`src/rtl/mem_stage_ctrl.sv`:
```
// mem_stage_ctrl: MEM-stage data-memory access controller.
// Runs each load/store as a fixed-length multi-cycle SRAM access and stalls the
// pipeline through 'ready' while the access is in flight.
module mem_stage_ctrl #(
  parameter int WAIT_CYCLES = 4,
  parameter int ADDR_W      = 16,
  parameter int BASE_ADDR   = 1024
) (
  input  logic              clk,
  input  logic              rst,
  input  logic              MEM_R_EN,
  input  logic              MEM_W_EN,
  input  logic [31:0]       ALU_Res,
  input  logic [31:0]       Val_Rm,
  output logic              ready,
  output logic [31:0]       rdata,
  output logic [ADDR_W-1:0] sram_addr,
  output logic [31:0]       sram_wdata,
  input  logic [31:0]       sram_rdata,
  output logic              sram_we_n,
  output logic              sram_oe_n
);

  localparam int CNT_W = $clog2(WAIT_CYCLES) + 1;
  localparam logic [CNT_W-1:0] CNT_INIT = CNT_W'(WAIT_CYCLES - 1);

  typedef enum logic [1:0] {IDLE, ACCESS, DONE} state_t;

  state_t            state;
  state_t            state_next;
  logic [CNT_W-1:0]  cnt;
  logic              is_store;
  logic              req;
  logic [ADDR_W-1:0] word;

  // A store wins when both request lines are raised, so only the OR matters here.
  assign req  = MEM_R_EN | MEM_W_EN;
  // Byte address relative to the SRAM window, word-aligned; upper bits wrap away.
  assign word = ADDR_W'((ALU_Res - 32'(BASE_ADDR)) >> 2);

  // State register; reset aborts any access in flight.
  always_ff @(posedge clk) begin
    if (!rst) state <= IDLE;
    else      state <= state_next;
  end

  // Next state: DONE always returns to IDLE so the frozen old request is not replayed.
  always_comb begin
    state_next = state;
    case (state)
      IDLE:    if (req) state_next = ACCESS;
      ACCESS:  if (cnt == '0) state_next = DONE;
      DONE:    state_next = IDLE;
      default: state_next = IDLE;
    endcase
  end

  // Datapath: capture the request in IDLE, count access cycles, latch load data on the last one.
  always_ff @(posedge clk) begin
    if (!rst) begin
      cnt        <= '0;
      rdata      <= '0;
      sram_addr  <= '0;
      sram_wdata <= '0;
      is_store   <= 1'b0;
    end else begin
      case (state)
        IDLE: begin
          if (req) begin
            is_store   <= MEM_W_EN;
            sram_addr  <= word;
            sram_wdata <= Val_Rm;
            cnt        <= CNT_INIT;
          end
        end
        ACCESS: begin
          if (cnt == '0) begin
            if (!is_store) rdata <= sram_rdata;
          end else begin
            cnt <= cnt - CNT_W'(1);
          end
        end
        default: ;
      endcase
    end
  end

  // Handshake and strobes: ready drops the same cycle a request shows up; strobes live only in ACCESS.
  always_comb begin
    ready     = 1'b0;
    sram_we_n = 1'b1;
    sram_oe_n = 1'b1;
    ready     = !rst || (state == IDLE && !req) || (state == DONE);
    sram_we_n = !(state == ACCESS && is_store);
    sram_oe_n = !(state == ACCESS && !is_store);
  end

endmodule

```
`config.mk`:
```
export PLATFORM = sky130hd
export DESIGN_NAME = mem_stage_ctrl
export DESIGN_NICKNAME = d
export VERILOG_FILES = /design/src/rtl/mem_stage_ctrl.sv
export SDC_FILE = /design/constraint.sdc
export NUM_CORES = 1
export LEC_CHECK = 0
export ABC_AREA = 0
export ABC_CLOCK_PERIOD_IN_PS = 1400
export CORE_MARGIN = 2
export CORE_UTILIZATION = 35
export DETAILED_ROUTE_END_ITERATION = 12
export GPL_ROUTABILITY_DRIVEN = 0
export PLACE_DENSITY = 0.76
export SLEW_MARGIN = 20
export SYNTH_ARGS = -nofsm -noshare
export SYNTH_HDL_FRONTEND = slang
export SYNTH_SLANG_ARGS = --single-unit
```
`constraint.sdc`:
```
create_clock -name clk -period 1.4 [get_ports clk]
set_input_delay 0.35 -clock clk [delete_from_list [all_inputs] [get_ports clk]]
set_output_delay 0.35 -clock clk [all_outputs]
set_load 0.1 [all_outputs]
```
==> impl_metrics.csv <==
group,metric,value,unit
run_status,outcome,"complete, but fails checks",
run_status,violations,"negative setup slack",
timing,maxSlewViolCount,0,
cells_and_area,final_nets,694,
yosys,synth.ff_latch_count,86,
global_routing,grt_pass1_wl,18.14,mm
detailed_routing,highest_layer,"met4",
critical_path,regToRegSetupSlack,-0.12,ns
cts,cts_made_buffers,9,
detailed_routing,via_count,3846,
cts,path_clk_slew,0.08,ns
run,maxCapViolCount,0,
yosys,syn_nets,515,
floorplan,io_pins,183,
cts,cts.sinks,86,
power_and_ir_drop,power.density,1323,nW/um^2
yosys,synth_warnings,0,
critical_path,timing.rr.start,"is_store",
timing,skew,0.01321,ns
detailed_routing,drtIter0Drc,143,
detailed_routing,wl_met1,4.612,mm
timing,rsz0062_at_grt,"yes",
detailed_routing,first_pass_iters,4,
floorplan,num_rows,35,
timing,fmax,599.2,MHz
floorplan,die_h,102.6,microns
floorplan,dieWidth,102.6,microns
detailed_routing,route.detailed.wl_per_inst,16.47,microns
yosys,ys_types,29,
critical_path,required,1.05,ns
cts,htreeDepth,3,
critical_path,criticalPathCategory,"reg -> out",
timing,hold_viol,0,
min_path,min_from,"ALU_Res[15]",
cts,cts_buffer_depth,2,
critical_path,worst_setup_path_start_kind,"register",
timing,setup_viol,28,
power_and_ir_drop,power_leakage,2.550,nW
cells_and_area,final_area,6768,sq um
cts,clock_latency,0.35,ns
critical_path,reg2regPathDepth,6,
yosys,seq_area_frac_synth,50.61,%
yosys,synth_area,3402,sq um
detailed_routing,vias_per_cell,5.305,
floorplan,start_util,36.47,%
global_routing,grt_pass1_vias,3823,
floorplan,die_area,10520,sq um
cts,clock_tree.root_cell,"clkbuf_8",
detailed_routing,routed_wl,11.94,mm
timing,fin_crit,1.669,ns
power_and_ir_drop,ir_worst_vdd,0.0006986,V
timing,worstMarginPinSlew,0.3428,ns
min_path,hold_end,"sram_addr[13]",
timing,tns,-2.837,ns
yosys,yosys-top-cells-area,"dfxtp_1 51%, a21oi_1 12%, nand3_1 11%",
place,dpl_cell_area,6369,sq um
place,hpwl,8.437,mm
timing,relSlewSlack,77.15,%
critical_path,crit_fanout,3,
yosys,synth_cells,412,
cells_and_area,drive_gt1_share,29.75,%
cells_and_area,syn2layout_area_growth,98.93,%
place,portBuffers,166,
global_routing,track_usage,21.57,%
detailed_routing,ant_nets,0,
min_path,holdPathStages,3,
global_routing,grt.overflow.total,0,
floorplan,core,9328,sq um
global_routing,antenna_found_initial,0,
detailed_routing,detailroute.wirelength.met2,6.120,mm
global_routing,grt_max_degree,41,
critical_path,cp.arrival,1.32,ns
detailed_routing,route.met3.wl,1.081,mm
timing,setup_slack,-0.2689,ns
timing,finalCritPeriodShare,119.2,%
cells_and_area,post-route-util,72.56,%
cells_and_area,nFillCells,637,
cts,ctsHoldBuffers,0,
min_path,min_path_type,"in -> reg",
critical_path,r2r_end,"rdata[11]",
yosys,synth_top_area_cell,"dfxtp_1",
critical_path,critPathCaptureType,"output port",
yosys,synth_top_area_share,50.61,%
detailed_routing,drc_errors,0,
yosys,syn_avg_cell_area,8.257,sq um
cts,cts_tree,"done",
-- per-layer routing --
metal,global-route usage (%),vias up
li1,-,1838
met1,25.94,1829
met2,36.70,165
met3,6.780,14
met4,6.974,0
met5,0,-
-- sequential cells by signal, summed over array words and instances, names as in the netlist --
name / cells
cnt: 3
sram_wdata: 32
sram_addr: 16
rdata: 32
is_store: 1
state: 2
-- logic make-up after synthesis --
logic type,share of synthesized area [%]
flops,50.61
xor+xnor,0.5150
fa+ha+maj,1.103
buf+inv,5.811
compound gates,27.11
simple gates,14.86
-- Yosys cell counts (all sizes together) --
master / instances
xnor2: 2
o311a: 1
o21a: 1
a221oi: 1
or3: 4
or2: 2
ha: 3
or4: 3
nor3: 1
nor2: 5
a211oi: 6
nand2b: 2
dfxtp: 86
nor2b: 2
inv: 9
a311oi: 4
o21ai: 78
a21oi: 81
o31ai: 1
nor3b: 2
nand3: 73
clkbuf: 40
nand2: 2
buf: 3
-- repair_timing --
action	CTS	global route
cloned	0	2
endpoints found under the setup margin	44	47
gates resized for setup	25	40
pin swaps	8	8
hold endpoints to repair	0	0
setup buffers	3	3
-- placed cells by master, fill, tap and decap left out, drive strengths merged --
master	instances
a211oi	6
a21oi	81
a221oi	1
a311oi	4
buf	127
bufinv	3
clkbuf	12
clkdlybuf4s15	3
clkdlybuf4s50	74
clkinv	2
clkinvlp	2
dfxtp	86
diode	1
dlygate4sd2	4
ha	3
inv	8
nand2	2
nand2b	2
nand3	73
nor2	5
nor2b	2
nor3	1
nor3b	2
o21a	1
o21ai	78
o311a	1
o31ai	1
or2	2
or3	4
or4	3
xnor2	2
-- layout make-up --
type                       instances  area (sq um)  share of cell area [%]
sequential                        86          1730                   25.57
antenna                            1         2.502                 0.03698
multi-input combinational        274          1588                   23.46
clock inverter                     6         111.4                   1.645
timing repair buffer             211          3008                   44.44
inverter                           9         42.54                  0.6286
clock buffer                       9         123.9                   1.830
tap                              129         161.4                   2.385
-- report_power, final --
| group | total, mW | switching [mW] | internal (mW) |
|---|---|---|---|
| Combinational | 4.00 | 2.45 | 1.55 |
| Clock | 2.04 | 0.864 | 1.18 |
| Sequential | 2.91 | 0.236 | 2.68 |
| Total | 8.95 | 3.55 | 5.40 |
-- critical path: stages (launching register included) --
cell and delay, ns:
dfxtp_2 0.35, nor3b_4 0.26, clkinvlp_4 0.18, buf_12 0.19
-- per-stage QoR --
step                power (mW)  setup WS (ns)  hold WS (ns)  instances
floorplan                5.094        -0.1989        0.4417        412
global placement         6.701        -0.6017        0.4508        701
detailed placement       6.768        -0.6471        0.4648        701
CTS                      8.840        -0.3071        0.4161        719
global route             9.322        -0.3465        0.3098        724
finish                   8.951        -0.2689        0.3106        725
-- worst max path at each step --
stage               cells past startpoint            end   startpoint
finish                                  3      sram_oe_n     is_store
detailed placement                      4  sram_addr[13]  ALU_Res[10]
global placement                        4  sram_addr[15]  ALU_Res[12]
CTS                                     3      sram_oe_n     state[1]
floorplan                               4          ready     MEM_R_EN
global route                            3      sram_oe_n     state[1]
Note: power is estimated with default switching activity, not from simulation.
